$ cat src/rtl/rib_xbar.sv
// rib_xbar: NM-master / NS-slave registered request/ack interconnect.
// A grant is held from arbitration until the slave acks, the decode misses or the timeout fires.
module rib_xbar #(
  parameter int NM = 4,
  parameter int NS = 6,
  parameter int AW = 32,
  parameter int DW = 32,
  parameter int SEL_W = 4,
  parameter int ARB_MODE = 1,
  parameter int TIMEOUT = 255,
  parameter logic [NM-1:0] HOLD_MASK = 4'b1101
) (
  input  logic             clk,
  input  logic             rst,
  input  logic [NM*AW-1:0] m_addr_i,
  input  logic [NM*DW-1:0] m_data_i,
  input  logic [NM-1:0]    m_we_i,
  input  logic [NM-1:0]    m_req_i,
  output logic [NM*DW-1:0] m_data_o,
  output logic [NM-1:0]    m_ack_o,
  output logic [NM-1:0]    m_err_o,
  output logic [NS*AW-1:0] s_addr_o,
  output logic [NS*DW-1:0] s_data_o,
  output logic [NS-1:0]    s_we_o,
  output logic [NS-1:0]    s_req_o,
  input  logic [NS*DW-1:0] s_data_i,
  input  logic [NS-1:0]    s_ack_i,
  output logic             hold_flag_o,
  output logic             busy_o
);

  localparam int GW = (NM > 1) ? $clog2(NM) : 1;
  localparam int CW = $clog2(TIMEOUT + 1);
  localparam logic [SEL_W:0] NS_L = (SEL_W + 1)'(NS);
  localparam logic [AW-1:0] ADDR_MASK = {{SEL_W{1'b0}}, {(AW - SEL_W){1'b1}}};

  typedef enum logic [1:0] {IDLE, BUSY, RESP} state_t;

  state_t           state_reg, state_next;
  logic [GW-1:0]    grant_reg, grant_next;
  logic [GW-1:0]    ptr_reg, ptr_next;
  logic [SEL_W-1:0] tgt_reg, tgt_next;
  logic [CW-1:0]    cnt_reg, cnt_next;

  logic [NM*DW-1:0] m_data_next;
  logic [NM-1:0]    m_ack_next, m_err_next;
  logic [NS*AW-1:0] s_addr_next;
  logic [NS*DW-1:0] s_data_next;
  logic [NS-1:0]    s_we_next, s_req_next;

  logic [AW-1:0] m_addr  [NM];
  logic [DW-1:0] m_wdata [NM];
  logic [DW-1:0] s_rdata [NS];

  genvar gi;
  generate
    for (gi = 0; gi < NM; gi++) begin : g_mst
      assign m_addr[gi]  = m_addr_i[gi*AW +: AW];
      assign m_wdata[gi] = m_data_i[gi*DW +: DW];
    end
    for (gi = 0; gi < NS; gi++) begin : g_slv
      assign s_rdata[gi] = s_data_i[gi*DW +: DW];
    end
  endgenerate

  assign hold_flag_o = |(m_req_i & HOLD_MASK);
  assign busy_o      = (state_reg != IDLE);

  // Arbitration winner and its decoded slave index
  logic [GW-1:0]    win;
  logic [SEL_W-1:0] win_tgt;
  logic             found;
  int               rr_idx;

  always_comb begin
    win    = '0;
    found  = 1'b0;
    rr_idx = 0;
    if (ARB_MODE == 0) begin
      for (int i = NM - 1; i >= 0; i--) begin
        if (m_req_i[i]) win = GW'(i);
      end
    end else begin
      for (int k = 1; k <= NM; k++) begin
        rr_idx = int'(ptr_reg) + k;
        if (rr_idx >= NM) rr_idx = rr_idx - NM;
        for (int i = 0; i < NM; i++) begin
          if (!found && i == rr_idx && m_req_i[i]) begin
            win   = GW'(i);
            found = 1'b1;
          end
        end
      end
    end
    win_tgt = '0;
    for (int i = 0; i < NM; i++) begin
      if (win == GW'(i)) win_tgt = m_addr[i][AW-1 -: SEL_W];
    end
  end

  // Response of the currently targeted slave; other lanes are ignored
  logic          tgt_ack;
  logic [DW-1:0] tgt_rdata;

  always_comb begin
    tgt_ack   = 1'b0;
    tgt_rdata = '0;
    for (int si = 0; si < NS; si++) begin
      if (tgt_reg == SEL_W'(si)) begin
        tgt_ack   = s_ack_i[si];
        tgt_rdata = s_rdata[si];
      end
    end
  end

  logic          resp_go, resp_err;
  logic [DW-1:0] resp_data;
  logic [AW-1:0] sel_addr;
  logic [DW-1:0] sel_wdata;
  logic          sel_we;

  always_comb begin
    state_next = state_reg;
    grant_next = grant_reg;
    ptr_next   = ptr_reg;
    tgt_next   = tgt_reg;
    cnt_next   = '0;
    resp_go    = 1'b0;
    resp_err   = 1'b0;
    resp_data  = '0;

    case (state_reg)
      IDLE: begin
        if (|m_req_i) begin
          grant_next = win;
          ptr_next   = win;
          tgt_next   = win_tgt;
          if ({1'b0, win_tgt} < NS_L) begin
            state_next = BUSY;
          end else begin
            state_next = RESP;
            resp_go    = 1'b1;
            resp_err   = 1'b1;
          end
        end
      end
      BUSY: begin
        if (tgt_ack) begin
          state_next = RESP;
          resp_go    = 1'b1;
          // only the target lane is live in BUSY, so this is the master's we
          resp_data  = (|s_we_o) ? '0 : tgt_rdata;
        end else if (cnt_reg == CW'(TIMEOUT - 1)) begin
          state_next = RESP;
          resp_go    = 1'b1;
          resp_err   = 1'b1;
        end else begin
          cnt_next = cnt_reg + CW'(1);
        end
      end
      RESP:    state_next = IDLE;
      default: state_next = IDLE;
    endcase

    sel_addr  = '0;
    sel_wdata = '0;
    sel_we    = 1'b0;
    for (int mi = 0; mi < NM; mi++) begin
      if (grant_next == GW'(mi)) begin
        sel_addr  = m_addr[mi];
        sel_wdata = m_wdata[mi];
        sel_we    = m_we_i[mi];
      end
    end

    m_ack_next  = '0;
    m_err_next  = '0;
    m_data_next = '0;
    for (int mi = 0; mi < NM; mi++) begin
      if (resp_go && grant_next == GW'(mi)) begin
        m_ack_next[mi]             = 1'b1;
        m_err_next[mi]             = resp_err;
        m_data_next[mi*DW +: DW]   = resp_data;
      end
    end

    s_req_next  = '0;
    s_we_next   = '0;
    s_addr_next = '0;
    s_data_next = '0;
    if (state_next == BUSY) begin
      for (int si = 0; si < NS; si++) begin
        if (tgt_next == SEL_W'(si)) begin
          s_req_next[si]           = 1'b1;
          s_we_next[si]            = sel_we;
          s_addr_next[si*AW +: AW] = sel_addr & ADDR_MASK;
          s_data_next[si*DW +: DW] = sel_wdata;
        end
      end
    end
  end

  always_ff @(posedge clk or negedge rst) begin
    if (!rst) begin
      state_reg <= IDLE;
      grant_reg <= '0;
      ptr_reg   <= GW'(NM - 1);
      tgt_reg   <= '0;
      cnt_reg   <= '0;
      m_ack_o   <= '0;
      m_err_o   <= '0;
      m_data_o  <= '0;
      s_req_o   <= '0;
      s_we_o    <= '0;
      s_addr_o  <= '0;
      s_data_o  <= '0;
    end else begin
      state_reg <= state_next;
      grant_reg <= grant_next;
      ptr_reg   <= ptr_next;
      tgt_reg   <= tgt_next;
      cnt_reg   <= cnt_next;
      m_ack_o   <= m_ack_next;
      m_err_o   <= m_err_next;
      m_data_o  <= m_data_next;
      s_req_o   <= s_req_next;
      s_we_o    <= s_we_next;
      s_addr_o  <= s_addr_next;
      s_data_o  <= s_data_next;
    end
  end

endmodule

$ cat config.mk
export PLATFORM = sky130hd
export DESIGN_NAME = rib_xbar
export DESIGN_NICKNAME = d
export VERILOG_FILES = /design/src/rtl/rib_xbar.sv
export SDC_FILE = /design/constraint.sdc
export NUM_CORES = 1
export LEC_CHECK = 0
export BUFFER_PORTS_ARGS = -buffer_cell sky130_fd_sc_hd__buf_2
export CORE_AREA = 2 2 383 385
export CTS_BUF_LIST = sky130_fd_sc_hd__clkbuf_4 sky130_fd_sc_hd__clkbuf_8
export CTS_CLUSTER_DIAMETER = 40
export DETAILED_ROUTE_END_ITERATION = 6
export DIE_AREA = 0 0 385 387
export GPL_ROUTABILITY_DRIVEN = 1
export GPL_TIMING_DRIVEN = 1
export SETUP_SLACK_MARGIN = 0.3
export SYNTH_ARGS = -nofsm -noshare
export SYNTH_HDL_FRONTEND = slang
export SYNTH_SLANG_ARGS = --single-unit
$ cat constraint.sdc
create_clock -name clk -period 2.9 [get_ports clk]
set_input_delay 0.29 -clock clk [delete_from_list [all_inputs] [get_ports clk]]
set_output_delay 0.29 -clock clk [all_outputs]
set_load 0.005 [all_outputs]
==> results.md <==
* Final instance count without filler cells at 5,188
* Hold Violations, Final at 0
* RSZ-0062 raised after global routing: yes
* Clock sink count at 526
* Die height at 387 um
* Ports at 998
* Final ANT Viol Nets at 0
* VDD IR max at 0.805 mV
* Final hold slack at 0.0275 ns
* Worst path slowest cell: dfstp_2
* Via Count at 20,200
* Final period utilization at 97.5%
* PwrDens at 1160 nW/um2
* Most common cell in the synthesized netlist: dfrtp_1
* Final setup viols at 0
* Seq/Total Area, Yosys at 64.0%
* Setup crit end kind: flop
* Multi-input gate area at 7230 um2
* Number of flip-flops in the largest register at 192
* Asr flop ratio synth at 100%
* Fin nets at 3,656
* Clk_lat worst skew at 0.80 ns
* Clock transition at path regs at 0.06 ns
* CTS tree: built
* Fmax at 0.354 GHz
* Global-route wire length before repair at 151,000 um
* Max-slew headroom at 46.4%
* Worst EP required at 3.60 ns
* CTS H-tree lvls at 3
* Gr usage total at 14.5%
* CTS Buf Count at 98
* Clock tree buffer depth at 3
* Syn Area/Cell at 10.6 um2
* Most instantiated cells after synthesis: 524 x dfrtp_1, 364 x nor3_1, 340 x nor2_1, 196 x nand2_1, 77 x clkbuf_1
* CP cell instances: buf_4, nand2b_4, a21oi_2, o21a_1, a221o_1, a311o_1, o22a_4, buf_12, bufbuf_16, nor3_2
* Worst EP arrival at 3.53 ns
* Cells after DPL at 4,861
* Synth top area share at 63.7%
* Final setup TNS at 0 ns
* Pin count of the biggest net entering global routing at 82
* Syn. warnings at 0
* Area growth, synth to finish at 64.3%
* Critical path class: reg -> reg
* Final WL at 114,000 um
* Leading area contributor after synthesis: dfrtp_1
* Mapped Cells at 1,949
* Vias in the first global route at 20,000
* Worst path top cell family by delay: compound AO/OA/AOI/OAI gates
* Initial antenna violation count at 20
* Largest regs: s_data_o (192), s_addr_o (168), m_data_o (128)
* Synthesized area at 20,600 um2
* Post-DP HPWL at 86,800 um
* Fillers at 15,500
* First-pass DRT Iterations at 5
* Die ar. at 149,000 um2
* Port buffer count at 973
* DRC viols at 0
* Yosys cell types at 54
* Post-synth EDFFs at 0
* Largest Register: s_data_o
* Wire per inst at 22.0 um
* Maxcap violations at 0
* Row count at 140
* Synth area leaders: dfrtp_1 64%, nor3_1 8.9%, nor2_1 6.2%, nand2_1 3.6%, mux4_2 3.5%
* Tot Pwr at 39.2 mW
* Layout cell share with drive strength beyond 1 at 48.1%
* Crit path time final at 2.83 ns
* Core box area at 145,000 um2
* RD Place Congestion at 0.946
* Leakage Power at 17.2 nW
* Critical Path Max Stage Delay at 0.58 ns
* Max FO, Critical Path at 10
* Gr ovfl total at 0
* CTS root buffer: clkbuf_8
* Post-synth top flop: dfrtp_1
* Worst hold path class: in -> reg
* Die Wd at 385 um
* Status: complete, no violations
* Initial core utilization at 14.2%
* Seq cells post-synth at 526
* Buf/Inv on CP at 3
* Setup Skew at 0.0393 ns
* First DRT Iteration DRCs at 1,377
* Max Slew Vio Count at 0
* Number of vias per cell at 3.89
* Worst-margin pin slew at 0.804 ns
* Fin area at 33,800 um2
* Register area at 13,200 um2
* Post-place instance area at 29,300 um2
* Worst setup SP type: flop
## layer usage
| layer | track usage [%] | share of wire [%] |
|---|---|---|
| met5 | 0 | 0.033 |
| met4 | 6.30 | 4.0 |
| met3 | 3.45 | 6.6 |
| met2 | 25.5 | 50 |
| met1 | 16.7 | 39 |
## metrics by stage
stage | utilization (%) | setup slack, ns
after floorplan | - | 0.301
after global placement | 20.2 | -0.312
after detailed placement | 20.2 | -0.336
after CTS | 22.7 | 0.122
after global routing | 23.3 | 0.0292
final | 23.3 | 0.0723
## cell type report
type	instances	share of cell area, %
Clock inverter	37	1.19
Multi-Input combinational cell	1246	21.4
Sequential cell	526	39.0
Antenna cell	10	0.0740
Tap cell	1917	7.10
Clock buffer	134	5.01
Timing Repair Buffer	1307	26.1
Inverter	11	0.137
## worst register-to-register path: cells and delay by family, from the launching register on
kind | cells | cell delay (ns)
AO/OA/AOI/OAI | 5 | 1.20
buffers and inverters | 3 | 0.64
flip-flops | 1 | 0.58
AND/OR/NAND/NOR | 2 | 0.33
## path summary, 6_finish.rpt
kind,start,end,slack (ns),cells after the start
worst max-delay path,ptr_reg[1],s_data_o[107],0.07,10
worst min-delay path,m_data_i[110],s_data_o[46],0.03,5
worst max register to register,ptr_reg[1],s_data_o[107],0.07,10
worst min register to register,cnt_reg[6],cnt_reg[6],0.54,2
max in group asynchronous,rst,s_addr_o[64],1.25,5
min in group asynchronous,rst,m_data_o[65],0.62,3
## cells by family (layout without fill, tap and decap cells)
| kind of cell | count (synthesis) | in the layout | share of synthesized area, % |
|---|---|---|---|
| simple gates | 1006 | 1006 | 21.6 |
| flops | 526 | 526 | 64.0 |
| buf+inv | 200 | 1489 | 4.86 |
| compound gates | 138 | 138 | 3.78 |
| mux | 70 | 70 | 5.36 |
| xor+xnor | 6 | 6 | 0.255 |
| fa+ha+maj | 2 | 2 | 0.122 |
| other cells | 1 | 34 | 0.0182 |
## cells in the final DEF, fill, tap and decap left out, types with 5 or more instances in the layout
master	count
o21ai_1	31
clkinv_2	9
mux4_2	32
buf_4	146
a21oi_1	8
clkbuf_4	24
clkinvlp_4	12
nand2_2	13
buf_12	61
nand2_1	183
nand3_1	64
buf_6	12
clkbuf_16	7
o21ai_0	57
nor2_1	334
buf_16	13
nor3_2	69
nor3_4	12
clkbuf_8	110
dfrtp_1	522
o21ai_2	10
buf_2	972
nor3_1	287
diode_2	10
xor2_1	5
a21oi_2	5
dlygate4sd3_1	94
inv_1	10
nand2b_1	5
nor2_2	5
mux2i_1	36
conb_1	24
## power by group
part	leakage [nW]	switching [mW]	internal, mW
Combinational	8.86	14.3	8.58
Sequential	7.30	0.401	8.34
Clock	1.06	3.44	4.22
Total	17.2	18.1	21.1
## what timing repair did
item                                    CTS  global route
cloned                                    5             9
buffers inserted                         26            12
hold endpoints to repair                477             0
resized for setup                        67           104
pin swaps                                 6            14
hold buffers                             94             0
endpoints found under the setup margin  504           420
Power figures use the tool's default switching activity.
